$ cat config.mk
export PLATFORM = sky130hd
export DESIGN_NAME = microsequencer
export DESIGN_NICKNAME = d
export VERILOG_FILES = /design/src/rtl/microseq_pkg.sv /design/src/rtl/microseq_stack.sv /design/src/rtl/microsequencer.sv
export SDC_FILE = /design/constraint.sdc
export NUM_CORES = 1
export LEC_CHECK = 0
export CORE_MARGIN = 1
export CORE_UTILIZATION = 53
export CTS_CLUSTER_SIZE = 20
export DETAILED_ROUTE_END_ITERATION = 10
export PLACE_DENSITY_LB_ADDON = 0.15
export SLEW_MARGIN = 15
export SYNTH_ARGS = -nofsm -noshare
export SYNTH_HDL_FRONTEND = slang
export SYNTH_SLANG_ARGS = --single-unit
$ cat constraint.sdc
create_clock -name clk -period 1.8 [get_ports clk]
set_input_delay 0.18 -clock clk [delete_from_list [all_inputs] [get_ports clk]]
set_output_delay 0.18 -clock clk [all_outputs]
set_load 0.005 [all_outputs]
$ cat src/rtl/microseq_pkg.sv
// microseq_pkg: sequencing op encoding and opcode/funct dispatch address tables for the microsequencer
package microseq_pkg;
  typedef enum logic [2:0] {
    SEQ_NEXT   = 3'b000,
    SEQ_INC    = 3'b001,
    SEQ_DISP1  = 3'b010,
    SEQ_DISP2  = 3'b011,
    SEQ_BRANCH = 3'b100,
    SEQ_CALL   = 3'b101,
    SEQ_RET    = 3'b110,
    SEQ_FETCH  = 3'b111
  } seq_op_e;
  localparam logic [4:0] ADR_OP1 = 5'd2;
  localparam logic [4:0] ADR_OP2 = 5'd9;
  localparam logic [4:0] ADR_D2_ODD = 5'd3;
  localparam logic [4:0] ADR_D2_EVEN = 5'd5;
  // funct[4:1] class rows: 0100, x010, 0000, other; EI when funct[5]=1, ER otherwise
  localparam logic [3:0][4:0] ADR_EI = {5'd15, 5'd14, 5'd13, 5'd7};
  localparam logic [3:0][4:0] ADR_ER = {5'd12, 5'd11, 5'd10, 5'd6};
  function automatic logic [4:0] disp1(input logic is_op1, input logic is_op2, input logic [5:0] f);
    logic [1:0] row;
    row = (f[4:1] == 4'b0100) ? 2'd0 : (f[4:1] ==? 4'b?010) ? 2'd1 : (f[4:1] == 4'b0000) ? 2'd2 : 2'd3;
    return is_op1 ? ADR_OP1 : is_op2 ? ADR_OP2 : f[5] ? ADR_EI[row] : ADR_ER[row];
  endfunction
  function automatic logic [4:0] disp2(input logic f0);
    return f0 ? ADR_D2_ODD : ADR_D2_EVEN;
  endfunction
endpackage

$ cat src/rtl/microseq_stack.sv
// microseq_stack: shift-register LIFO of return addresses for micro-subroutine calls
// Ports: clk, reset_n (async active-low), i_push/i_pop/i_wdata (push/pop request and data),
//        i_circ (1 = push on full drops the oldest entry, 0 = push on full is ignored),
//        o_rdata (top entry), o_full, o_empty, o_sp (occupancy 0..STACK_DEPTH)
module microseq_stack #(
  parameter int ADDR_W = 5,
  parameter int STACK_DEPTH = 4
) (
  input  logic                               clk,
  input  logic                               reset_n,
  input  logic                               i_push,
  input  logic                               i_pop,
  input  logic                               i_circ,
  input  logic [ADDR_W-1:0]                  i_wdata,
  output logic [ADDR_W-1:0]                  o_rdata,
  output logic                               o_full,
  output logic                               o_empty,
  output logic [$clog2(STACK_DEPTH+1)-1:0]   o_sp
);
  localparam int SP_W = $clog2(STACK_DEPTH + 1);
  logic [ADDR_W-1:0] r_mem [STACK_DEPTH];
  logic [SP_W-1:0] r_sp;
  logic w_push, w_pop;
  assign o_full = r_sp == SP_W'(STACK_DEPTH);
  assign o_empty = r_sp == '0;
  assign w_push = i_push && (!o_full || i_circ);
  assign w_pop = i_pop && !o_empty;
  assign o_rdata = r_mem[0];
  assign o_sp = r_sp;
  // entry 0 is the top; a push shifts everything down so the oldest entry falls off the end
  always_ff @(posedge clk or negedge reset_n)
    if (!reset_n) begin
      r_sp <= '0;
      for (int i = 0; i < STACK_DEPTH; i++) r_mem[i] <= '0;
    end else if (w_push) begin
      r_mem[0] <= i_wdata;
      for (int i = 1; i < STACK_DEPTH; i++) r_mem[i] <= r_mem[i-1];
      if (!o_full) r_sp <= r_sp + SP_W'(1);
    end else if (w_pop) begin
      for (int i = 0; i < STACK_DEPTH - 1; i++) r_mem[i] <= r_mem[i+1];
      r_sp <= r_sp - SP_W'(1);
    end
endmodule

$ cat src/rtl/microsequencer.sv
// microsequencer: registered micro-PC sequencer with dispatch, branch and call/return stack
// Ports: clk, reset_n (async active-low), stall (freeze all state), seq_op/next_adr/cond (from microinstruction),
//        instr_valid/op/funct (fetch path), instr_ready (op/funct consumed this cycle),
//        upc (control-store address), sp (stack occupancy), err (sticky stack error)
// Build option: MSEQ_STACK_ERR_EN enables stack overflow/underflow error reporting; otherwise
//        CALL on full overwrites the oldest entry and err is tied low.
module microsequencer
  import microseq_pkg::*;
#(
  parameter int ADDR_W = 5,
  parameter int OP_W = 2,
  parameter int FUNCT_W = 6,
  parameter int STACK_DEPTH = 4,
  parameter int RESET_ADR = 0
) (
  input  logic                               clk,
  input  logic                               reset_n,
  input  logic                               stall,
  input  logic [2:0]                         seq_op,
  input  logic [ADDR_W-1:0]                  next_adr,
  input  logic                               cond,
  input  logic                               instr_valid,
  input  logic [OP_W-1:0]                    op,
  input  logic [FUNCT_W-1:0]                 funct,
  output logic                               instr_ready,
  output logic [ADDR_W-1:0]                  upc,
  output logic [$clog2(STACK_DEPTH+1)-1:0]   sp,
  output logic                               err
);
  if (ADDR_W < 5) begin : g_bad_addr_w
    $error("microsequencer: ADDR_W must be >= 5");
  end
  if (FUNCT_W < 6) begin : g_bad_funct_w
    $error("microsequencer: FUNCT_W must be >= 6");
  end
  if (STACK_DEPTH < 1) begin : g_bad_depth
    $error("microsequencer: STACK_DEPTH must be >= 1");
  end
  localparam logic [ADDR_W-1:0] RST_ADR = ADDR_W'(RESET_ADR);
  logic [ADDR_W-1:0] r_upc, w_upc_nxt, w_inc, w_top;
  logic [OP_W-1:0] r_op;
  logic [FUNCT_W-1:0] r_funct;
  logic r_err;
  seq_op_e w_op;
  logic w_disp, w_push, w_pop, w_full, w_empty, w_circ, w_err_set, w_is_op1, w_is_op2;
  logic w_unused;
  assign w_op = seq_op_e'(seq_op);
  assign w_inc = r_upc + ADDR_W'(1);
  assign w_is_op1 = 32'(op) == 32'd1;
  assign w_is_op2 = 32'(op) == 32'd2;
  assign w_disp = !stall && w_op == SEQ_DISP1 && instr_valid;
  assign w_push = !stall && w_op == SEQ_CALL;
  assign w_pop = !stall && w_op == SEQ_RET;
  // the latched op and upper funct bits are kept for the control unit but not needed by disp2
  assign w_unused = ^{r_op, r_funct[FUNCT_W-1:1], w_full};
`ifdef MSEQ_STACK_ERR_EN
  assign w_circ = 1'b0;
  assign w_err_set = (w_push && w_full) || (w_pop && w_empty);
`else
  assign w_circ = 1'b1;
  assign w_err_set = 1'b0;
`endif
  assign instr_ready = reset_n && w_disp;
  assign upc = r_upc;
  assign err = r_err;
  microseq_stack #(.ADDR_W(ADDR_W), .STACK_DEPTH(STACK_DEPTH)) u_stack (
    .clk     (clk),
    .reset_n (reset_n),
    .i_push  (w_push),
    .i_pop   (w_pop),
    .i_circ  (w_circ),
    .i_wdata (w_inc),
    .o_rdata (w_top),
    .o_full  (w_full),
    .o_empty (w_empty),
    .o_sp    (sp)
  );
  always_comb begin
    w_upc_nxt = r_upc;
    case (w_op)
      SEQ_NEXT:   w_upc_nxt = next_adr;
      SEQ_INC:    w_upc_nxt = w_inc;
      SEQ_DISP1:  w_upc_nxt = instr_valid ? ADDR_W'(disp1(w_is_op1, w_is_op2, funct[5:0])) : r_upc;
      SEQ_DISP2:  w_upc_nxt = ADDR_W'(disp2(r_funct[0]));
      SEQ_BRANCH: w_upc_nxt = cond ? next_adr : w_inc;
      SEQ_CALL:   w_upc_nxt = next_adr;
      SEQ_RET:    w_upc_nxt = w_empty ? RST_ADR : w_top;
      SEQ_FETCH:  w_upc_nxt = RST_ADR;
    endcase
  end
  always_ff @(posedge clk or negedge reset_n)
    if (!reset_n) begin
      r_upc <= RST_ADR;
      r_op <= '0;
      r_funct <= '0;
      r_err <= 1'b0;
    end else if (!stall) begin
      r_upc <= w_upc_nxt;
      r_err <= r_err | w_err_set;
      if (w_disp) begin
        r_op <= op;
        r_funct <= funct;
      end
    end
endmodule
==> summary.txt, run 1 <==
CTS
  – Clock H-tree levels: 2
  – CTS tree: done
  – TritonCTS Buffers: 5
  – CTS clk-pin slew, worst paths: 0.10 ns
  – Clock root buffer master: clkbuf_4
  – Clk_lat worst skew: 0.33 ns
  – CTS max path bufs: 2
  – Clock Sinks: 29
  – # hold bufs at CTS: 0
  – # Post-CTS Setup Buffers: 0

Timing
  – Peak Freq: 580 MHz
  – Final worst path period share: 95.7%
  – Final hold violations: 0
  – Final Max Tran Viols: 0
  – Clk_skew: 0.00484 ns
  – Unrepaired setup endpoints after global routing: false
  – Min Tclk post-route: 1.72 ns
  – Setup Viol. Count Final: 0

GRT
  – Initial antenna violation count: 0
  – Total GRT Usage: 26.0%
  – First-pass GRT wire length: 7.01 mm
  – Pin count of the biggest net entering global routing: 30
  – GR Util met2: 45.1%
  – GRT met3 Usage: 5.12%
  – GR peak layer: met2
  – GR Util met1: 32.9%
  – Grt total ovfl: 0
  – Vias in the first global route: 1566

Floorplan
  – Ports: 31
  – # rows: 20
  – Area of the die: 3660 sq um
  – Initial core utilization: 57.5%
  – Die W: 60.5 microns
  – Core box area: 3150 sq um
  – Die H: 60.5 microns

Setup path
  – Critical path's top delay family: buffers and inverters
  – Startpoint types: input port
  – Critical path capture point type: flop
  – Max FO, Critical Path: 4
  – Max stage delay on crit path: 0.51 ns
  – Critical path cell sequence: clkdlybuf4s50_1 > mux2i_1 > or2_4 > ha_1 > nor2_2 > o41ai_2 > nand3b_1 > o211ai_1 > mux2_2
  – Slowest cell on crit path: clkdlybuf4s50_1
  – WP data required: 2.02 ns
  – Critical Path AT: 1.94 ns
  – WS Path Type: input port to flop
  – Worst Path Buf+Inv: 1

Cells and area
  – Layout cells sized above 1: 24.8%
  – # diodes: 0
  – Final non-filler cell total: 286
  – Nets: 268
  – Post-Layout Inst Area: 2420 sq um
  – Layout area overhead: 33.2%

Logic synthesis
  – Main synth FF type: dfrtp_1
  – Post-synthesis sequential area ratio: 40.0%
  – Ys Warns: 0
  – Number of flops mapped to enable cells by yosys: 0
  – Syn Inst Count: 187
  – Yosys reg bits: 29
  – Syn Area/Cell: 9.70 sq um
  – Ys async rst share: 100%
  – Synth unique cells: 48
  – Mapped Area: 1810 sq um
  – Net Count, Synth: 214

Run status
  – Run status: completed

Detailed routing
  – Vias/cell: 5.67
  – DR vias: 1621
  – # DRC: 0
  – Routed length per placed instance: 14.7 microns
  – Initial drt markers: 110
  – Routed Antenna Nets: 0
  – Drt pass-1 iters: 4
  – Total Wirelength: 4.22 mm

Placement
  – Placer Congestion: 0.890
  – Port bufs: 29
  – Placed Instance Area: 2320 sq um
  – HPWL after DPL: 3.22 mm
  – Placed cell count: 278

Min path
  – Hold crit path type: input port to asynchronous set/reset pin

Power and ir drop
  – Peak supply drop: 0.673 mV
  – Leak: 0.00105 uW
  – Pwr/cell area: 964 nW/um^2

Job
  – MaxCap Viol Count: 0
area by class of cell:
cell class | count | area (sq um)
Clock buffer | 5 | 37.5
Tap cell | 44 | 55.1
Sequential cell | 29 | 726
Clock inverter | 3 | 17.5
Timing Repair Buffer | 57 | 513
Inverter | 9 | 33.8
Fill cell | 240 | 737
Multi-Input combinational cell | 139 | 1030
final timing paths:
path	startpoint	end	slack [ns]	cells past startpoint
max	funct[3]	upc[2]$_DFFE_PN0P_	0.08	9
max in group asynchronous	reset_n	u_stack.r_mem[7]$_DFFE_PN0P_	1.26	2
max reg2reg	u_stack.o_sp[2]$_DFFE_PN0P_	upc[2]$_DFFE_PN0P_	0.09	6
min reg2reg	u_stack.r_mem[4]$_DFFE_PN0P_	u_stack.r_mem[4]$_DFFE_PN0P_	0.52	1
min	reset_n	upc[1]$_DFFE_PN0P_	0.26	2
min in group clk	funct[0]	r_funct[0]$_DFFE_PN0P_	0.47	2
sequential cells by signal (all words and copies together), names as in the netlist:
register         cells
u_stack.o_rdata      5
upc                  5
r_funct              1
u_stack.r_mem       15
u_stack.o_sp         3
placed cells by master (no fill, tap or decap), types with 2 or more instances in the layout:
master | synthesis | layout
nor2_1 | 8 | 7
clkinv_2 | 0 | 2
o31ai_1 | 3 | 2
a21oi_1 | 8 | 8
and3_1 | 2 | 2
o22a_1 | 5 | 5
nand2_1 | 17 | 17
o21ai_1 | 14 | 15
nor2b_1 | 4 | 4
clkdlybuf4s50_1 | 0 | 26
xor2_1 | 4 | 4
dlygate4sd2_1 | 0 | 2
nand3b_1 | 3 | 3
ha_1 | 5 | 5
dfrtp_1 | 29 | 29
inv_1 | 8 | 8
nand3_1 | 3 | 3
nor3_1 | 3 | 2
o21ai_0 | 6 | 5
a221oi_2 | 0 | 2
mux2i_1 | 16 | 16
mux2_2 | 7 | 7
nor2_2 | 1 | 2
nand2b_1 | 6 | 6
clkbuf_4 | 0 | 5
buf_4 | 2 | 27
nor3_2 | 1 | 2
cell usage after synthesis (2+ instances only):
| cell | n | share of area (%) |
|---|---|---|
| o21ai_1 | 14 | 3.9 |
| nand2_1 | 17 | 3.5 |
| buf_2 | 6 | 1.7 |
| inv_1 | 8 | 1.7 |
| a221oi_1 | 2 | 0.97 |
| nand3b_1 | 3 | 1.2 |
| o21ai_0 | 6 | 1.7 |
| nor3_1 | 3 | 0.83 |
| a21oi_1 | 8 | 2.2 |
| and3_1 | 2 | 0.69 |
| buf_4 | 2 | 0.83 |
| ha_1 | 5 | 3.4 |
| mux2_2 | 7 | 4.3 |
| o22a_1 | 5 | 2.4 |
| xor2_1 | 4 | 1.9 |
| o31ai_1 | 3 | 1.2 |
| nand3_1 | 3 | 0.83 |
| nand2b_1 | 6 | 2.1 |
| nor2_1 | 8 | 1.7 |
| mux2i_1 | 16 | 8.8 |
| nor2b_1 | 4 | 1.4 |
| dfrtp_1 | 29 | 40 |
logic make-up after synthesis:
group	share of synthesized area, %
and+or+nand+nor	16.2
AOI/OAI and AO/OA	17.6
DFF	40.0
muxes	13.8
buffers and inverters	5.17
adders and majority gates	5.10
xor gates and xnor gates	1.93
other	0.207
timing repair:
action | CTS | global route
endpoints found under the setup margin | 4 | 3
pin swaps | 1 | 2
gates resized for setup | 5 | 7
metal layers:
layer	part of all wire, %	routed length (microns)
met5	0	0
met4	1.1	45
met3	4.0	168
met2	51	2160
met1	44	1850
through the flow:
stage	TNS [ns]	setup WS (ns)	power, uW	hold WS (ns)	utilization (%)
2_1_floorplan	0	0.0141	1520	-0.116	-
3_3_place_gp	-2.22	-0.402	1880	0.491	73.7
3_5_place_dp	-2.61	-0.516	1940	0.499	73.7
4_1_cts	0	0.000740	2340	0.271	75.9
5_1_grt	0	0.00157	2480	0.301	76.6
6_report	0	0.0771	2330	0.258	76.6
where the power goes:
| group | internal (uW) | switching, uW | total [uW] |
|---|---|---|---|
| registers | 890 | 187 | 1080 |
| logic | 492 | 373 | 866 |
| clock network | 147 | 241 | 387 |
| total | 1530 | 801 | 2330 |
Power figures use the tool's default switching activity.
==> run 2: changes to the inputs <==
--- a/config.mk
+++ b/config.mk
@@ -6,9 +6,10 @@
 export NUM_CORES = 1
 export LEC_CHECK = 0
 export CORE_MARGIN = 1
-export CORE_UTILIZATION = 53
+export CORE_UTILIZATION = 60
 export CTS_CLUSTER_SIZE = 20
 export DETAILED_ROUTE_END_ITERATION = 10
+export DONT_BUFFER_PORTS = 1
 export PLACE_DENSITY_LB_ADDON = 0.15
 export SLEW_MARGIN = 15
 export SYNTH_ARGS = -nofsm -noshare
==> summary.txt, run 2 (synthesized netlist as in run 1, its figures left out) <==
Floorplan
  – Area of the die: 3250 sq um (was 3660 sq um)
  – Core box area: 2810 sq um (was 3150 sq um)
  – Initial core utilization: 64.7% (was 57.5%)
  – Ports: 31 (unchanged)
  – Die H: 57.0 microns (was 60.5 microns)
  – Die W: 57.0 microns (was 60.5 microns)
  – # rows: 19 (was 20)

Run status
  – Run status: finished with violations (was completed)
  – Failing checks: design-rule violations

Setup path
  – Critical path cell sequence: or3_4 > and3_1 > nand2_1 > o211ai_1 > mux2_2 (was clkdlybuf4s50_1 > mux2i_1 > or2_4 > ha_1 > nor2_2 > o41ai_2 > nand3b_1 > o211ai_1 > mux2_2)
  – WS Path Type: flop to flop (was input port to flop)
  – Worst Path Buf+Inv: 0 (was 1)
  – WP data required: 2.03 ns (was 2.02 ns)
  – Max FO, Critical Path: 7 (was 4)
  – Slowest cell on crit path: dfrtp_1 (was clkdlybuf4s50_1)
  – Critical Path AT: 1.89 ns (was 1.94 ns)
  – Startpoint types: flop (was input port)
  – Max stage delay on crit path: 0.40 ns (was 0.51 ns)
  – Critical path's top delay family: simple AND/OR/NAND/NOR gates (was buffers and inverters)
  – Critical path capture point type: flop (unchanged)

GRT
  – Pin count of the biggest net entering global routing: 30 (unchanged)
  – Grt total ovfl: 0 (unchanged)
  – Vias in the first global route: 1386 (was 1566)
  – First-pass GRT wire length: 6.27 mm (was 7.01 mm)
  – Total GRT Usage: 25.3% (was 26.0%)
  – Initial antenna violation count: 0 (unchanged)

CTS
  – Clock root buffer master: clkbuf_4 (unchanged)
  – CTS max path bufs: 2 (unchanged)
  – Clock Sinks: 29 (unchanged)
  – Clk_lat worst skew: 0.34 ns (was 0.33 ns)
  – Clock H-tree levels: 2 (unchanged)
  – CTS clk-pin slew, worst paths: 0.10 ns (about the same)
  – CTS tree: done (unchanged)
  – # Post-CTS Setup Buffers: 0 (unchanged)
  – TritonCTS Buffers: 5 (unchanged)

Timing
  – Setup Viol. Count Final: 0 (unchanged)
  – Final Max Tran Viols: 0 (unchanged)
  – Peak Freq: 602 MHz (was 580 MHz)
  – Final worst path period share: 92.2% (was 95.7%)
  – Setup TNS: 0 ns (unchanged)
  – Min Tclk post-route: 1.66 ns (was 1.72 ns)
  – Clk_skew: 0.0100 ns (was 0.00484 ns)
  – Final worst slack: 0.140 ns (was 0.0771 ns)
  – Unrepaired setup endpoints after global routing: false (unchanged)
  – Final hold violations: 0 (unchanged)

Cells and area
  – Largest register FFs: 15 (unchanged)
  – Layout cells sized above 1: 16.4% (was 24.8%)
  – Layout area overhead: 8.35% (was 33.2%)
  – # diodes: 0 (unchanged)
  – Nets: 221 (was 268)
  – Largest reg by FF count: u_stack.r_mem (unchanged)
  – Most frequent cells in the layout: 29 x dfrtp_1, 17 x nand2_1, 16 x mux2i_1 (was 29 x dfrtp_1, 27 x buf_4, 26 x clkdlybuf4s50_1)
  – Most common library cell in the layout ignoring fill and taps: dfrtp_1 (unchanged)

Detailed routing
  – # DRC: 4 (was 0)
  – Routed length per placed instance: 16.1 microns (was 14.7 microns)
  – DR vias: 1365 (was 1621)
  – Total Wirelength: 3.65 mm (was 4.22 mm)
  – Drt pass-1 iters: 7 (was 4)
  – Vias/cell: 6.04 (was 5.67)
  – Initial drt markers: 53 (was 110)
  – Routed Antenna Nets: 0 (unchanged)

Power and ir drop
  – Pwr/cell area: 1100 nW/um^2 (was 964 nW/um^2)
  – Peak supply drop: 0.714 mV (was 0.673 mV)
  – Leak: 0.000835 uW (was 0.00105 uW)

Placement
  – Port bufs: 0 (was 29)
  – HPWL after DPL: 2.72 mm (was 3.22 mm)
  – Pre-CTS setup slack: 0.0287 ns (was -0.516 ns)
  – Placer Congestion: 0.897 (was 0.890)

Min path
  – Hold crit path type: input port to flop (was input port to asynchronous set/reset pin)

Job
  – MaxCap Viol Count: 0 (unchanged)
-- run 2: cell types whose count changed in the layout (fill, tap and decap cells not counted), moves of 2 or more --
| cell | change |
|---|---|
| clkdlybuf4s50_1 | -26 |
| buf_4 | -21 |
| dlygate4sd3_1 | +3 |
| a221oi_1 | +2 |
| a221oi_2 | -2 |
| clkbuf_8 | +2 |
| dlygate4sd2_1 | -2 |
| nor2_2 | -2 |
-- run 2: repair_timing --
action / in CTS / in global routing
setup endpoints to repair: 0 / 12
hold endpoints to repair: 33 / 0
resized for setup: 0 / 1
hold buffers: 4 / 0
-- run 2: path summary, 6_finish.rpt --
kind                                               from                              to  slack, ns  depth (start not counted)
max                         u_stack.o_sp[2]$_DFFE_PN0P_              upc[2]$_DFFE_PN0P_       0.14                          5
min                                               stall     u_stack.o_sp[2]$_DFFE_PN0P_       0.02                          2
max reg2reg                 u_stack.o_sp[2]$_DFFE_PN0P_              upc[2]$_DFFE_PN0P_       0.14                          5
min reg2reg                u_stack.r_mem[4]$_DFFE_PN0P_    u_stack.r_mem[4]$_DFFE_PN0P_       0.51                          1
max in group asynchronous                       reset_n    u_stack.r_mem[1]$_DFFE_PN0P_       1.36                          2
min in group asynchronous                       reset_n  u_stack.o_rdata[4]$_DFFE_PN0P_       0.27                          2
-- run 2: routing by layer --
layer	track usage, %	part of all wire (%)	up-vias
li1	-	-	676
met1	32.4	44	642
met2	40.2	48	41
met3	8.84	7.0	6
met4	8.71	1.4	0
met5	0	0	-
-- run 2: per-stage QoR --
step                      utilization (%)  hold slack, ns  total power (uW)  instance area [sq um]  cells
final                                70.1          0.0169              2160                   1970    226
after global routing                 70.1          0.0200              2300                   1970    226
after floorplan                         -          -0.116              1520                   1820    187
after CTS                            69.9          0.0102              2170                   1960    226
after detailed placement             65.6          -0.115              1700                   1840    214
after global placement               65.6          -0.115              1650                   1840    214
-- run 2: power by group --
part           leakage (uW)  internal [uW]  switching (uW)
logic              0.000425            331             292
registers          0.000368            890             188
clock network     0.0000413            226             229
-- run 2: final cells by class --
cell class              count  area (sq um)
inverters                   9          33.8
fillers                   228           840
well taps                  31          38.8
clock buffers               7          65.1
clock inverters             1          5.00
repair buffers             10          95.1
flip-flops and latches     29           726
multi-input cells         139          1000
==> run 3: changes to the inputs <==
==> constraint.sdc (replaced) <==
create_clock -name clk -period 2 [get_ports clk]
set_input_delay 0.2 -clock clk [delete_from_list [all_inputs] [get_ports clk]]
set_output_delay 0.2 -clock clk [all_outputs]
set_load 0.005 [all_outputs]
==> summary.txt, run 3 (synthesized netlist as in run 1, its figures left out) <==
Detailed routing
  – Routed length per placed instance: 17.1 microns (was 16.1 microns)
  – Initial drt markers: 80 (was 53)
  – DR vias: 1391 (was 1365)
  – Routed Antenna Nets: 0 (unchanged)
  – Vias/cell: 6.24 (was 6.04)
  – Total Wirelength: 3.81 mm (was 3.65 mm)
  – # DRC: 2 (was 4)
  – Drt pass-1 iters: 7 (unchanged)

Power and ir drop
  – Leak: 0.000815 uW (was 0.000835 uW)
  – P_int: 1240 uW (was 1450 uW)
  – Clk network pwr share: 19.0% (was 21.1%)
  – Switch share: 34.1% (was 32.9%)
  – Peak supply drop: 0.701 mV (was 0.714 mV)
  – Pwr/cell area: 975 nW/um^2 (was 1100 nW/um^2)
  – Reg power frac: 53.8% (was 50.0%)
  – Combinational share of power: 27.2% (was 28.9%)
  – Psw: 642 uW (was 710 uW)

Cells and area
  – Layout cells sized above 1: 14.1% (was 16.4%)
  – Nets: 219 (was 221)
  – Layout area overhead: 6.28% (was 8.35%)
  – Post-Layout Inst Area: 1930 sq um (was 1970 sq um)
  – # diodes: 0 (unchanged)
  – Largest reg by FF count: u_stack.r_mem (unchanged)
  – Most frequent cells in the layout: 29 x dfrtp_1, 17 x nand2_1, 16 x mux2i_1 (unchanged)
  – Most common library cell in the layout ignoring fill and taps: dfrtp_1 (unchanged)
  – Final non-filler cell total: 223 (was 226)
  – Largest register FFs: 15 (unchanged)

Floorplan
  – Area of the die: 3250 sq um (unchanged)
  – Initial core utilization: 64.7% (unchanged)
  – Die H: 57.0 microns (unchanged)
  – Ports: 31 (unchanged)
  – # rows: 19 (unchanged)
  – Core box area: 2810 sq um (unchanged)
  – Die W: 57.0 microns (unchanged)

Placement
  – Port bufs: 0 (unchanged)
  – Placed cell count: 212 (was 214)
  – HPWL after DPL: 2.69 mm (was 2.72 mm)
  – Placer Congestion: 0.808 (was 0.897)
  – Placed Instance Area: 1820 sq um (was 1840 sq um)

CTS
  – Clk_lat worst skew: 0.32 ns (was 0.34 ns)
  – CTS tree: done (unchanged)
  – CTS max path bufs: 2 (unchanged)
  – Clock H-tree levels: 2 (unchanged)
  – # Post-CTS Setup Buffers: 0 (unchanged)
  – CTS resizes: 0 (unchanged)
  – TritonCTS Buffers: 5 (unchanged)
  – Clock root buffer master: clkbuf_4 (unchanged)
  – Clock Sinks: 29 (unchanged)
  – CTS clk-pin slew, worst paths: 0.09 ns (was 0.10 ns)

Setup path
  – WS Path Type: flop to flop (unchanged)
  – Critical path capture point type: flop (unchanged)
  – Max FO, Critical Path: 12 (was 7)
  – WP data required: 2.20 ns (was 2.03 ns)
  – Critical Path AT: 1.99 ns (was 1.89 ns)
  – Slowest cell on crit path: nor2_2 (was dfrtp_1)
  – Startpoint types: flop (unchanged)
  – Critical path's top delay family: simple AND/OR/NAND/NOR gates (unchanged)
  – Max stage delay on crit path: 0.60 ns (was 0.40 ns)
  – Critical path cell sequence: or3_4 > nand3_2 > nor2_2 > mux2i_1 > mux2i_1 (was or3_4 > and3_1 > nand2_1 > o211ai_1 > mux2_2)
  – Most common cell on crit path: mux2i_1
  – Worst Path Buf+Inv: 0 (unchanged)

GRT
  – Initial antenna violation count: 0 (unchanged)
  – Grt total ovfl: 0 (unchanged)
  – Pin count of the biggest net entering global routing: 30 (unchanged)
  – Total GRT Usage: 26.4% (was 25.3%)
  – Vias in the first global route: 1397 (was 1386)
  – GR Util met2: 43.5% (was 40.2%)
  – First-pass GRT wire length: 6.38 mm (was 6.27 mm)
  – GRT met3 Usage: 8.84% (unchanged)
  – GR Util met1: 31.6% (was 32.4%)
  – GR peak layer: met2 (unchanged)

Timing
  – Unrepaired setup endpoints after global routing: false (unchanged)
  – Clk_skew: 0.00780 ns (was 0.0100 ns)
  – Final hold violations: 0 (unchanged)
  – Slew HR: 48.8%
  – Setup TNS: 0 ns (unchanged)
  – Peak Freq: 559 MHz (was 602 MHz)
  – Worst-Margin Slew: 0.767 ns
  – Min Tclk post-route: 1.79 ns (was 1.66 ns)
  – Setup Viol. Count Final: 0 (unchanged)
  – Final worst path period share: 89.4% (was 92.2%)
  – Final Max Tran Viols: 0 (unchanged)

Min path
  – Hold crit path type: input port to flop (unchanged)

Run status
  – Run status: finished with violations (unchanged)
  – Failing checks: design-rule violations (unchanged)

Job
  – MaxCap Viol Count: 0 (unchanged)
==> run 3: path summary, 6_finish.rpt <==
path / start / slack, ns / depth (start not counted) / to
max: u_stack.o_sp[1]$_DFFE_PN0P_ / 0.21 / 5 / u_stack.o_rdata[0]$_DFFE_PN0P_
min reg2reg: u_stack.r_mem[3]$_DFFE_PN0P_ / 0.51 / 1 / u_stack.r_mem[3]$_DFFE_PN0P_
min in group asynchronous: reset_n / 0.33 / 2 / u_stack.o_rdata[4]$_DFFE_PN0P_
max reg2reg: u_stack.o_sp[1]$_DFFE_PN0P_ / 0.21 / 5 / u_stack.o_rdata[0]$_DFFE_PN0P_
max in group asynchronous: reset_n / 1.51 / 2 / u_stack.r_mem[8]$_DFFE_PN0P_
min: funct[0] / 0.02 / 1 / r_funct[0]$_DFFE_PN0P_
==> run 3: metrics by stage <==
| step | util, % | setup slack (ns) | hold WS, ns | power [uW] |
|---|---|---|---|---|
| finish | 68.7 | 0.212 | 0.0221 | 1880 |
| floorplan | - | 0.163 | -0.0956 | 1360 |
| global placement | 65.0 | 0.215 | -0.0948 | 1460 |
| detailed placement | 65.0 | 0.164 | -0.0951 | 1500 |
| global route | 68.7 | 0.0954 | 0.00219 | 2010 |
| CTS | 68.4 | 0.201 | 0.00534 | 1890 |
==> run 3: final cells by class <==
type,instances,area (sq um)
Clock buffer,7,55.1
Inverter,9,33.8
Timing Repair Buffer,8,80.1
Fill cell,233,877
Multi-Input combinational cell,139,995
Tap cell,31,38.8
Sequential cell,29,726
==> run 3: power groups by stage <==
stage	Combinational, uW	Clock [uW]	Sequential [uW]
after floorplan	399	0	962
after global placement	455	0	1000
after detailed placement	485	0	1020
after CTS	514	366	1010
after global routing	574	391	1040
final	511	357	1010
==> run 3: layer usage <==
layer,routed length (microns),part of all wire [%],vias up
met4,76,2.0,0
met3,234,6.1,8
met1,1610,42,664
li1,-,-,670
met5,0,0,-
met2,1900,50,49
==> run 3: timing repair <==
item / CTS / global route
hold endpoints to repair: 31 / 1
setup endpoints to repair: 0 / 0
hold buffers: 3 / 1
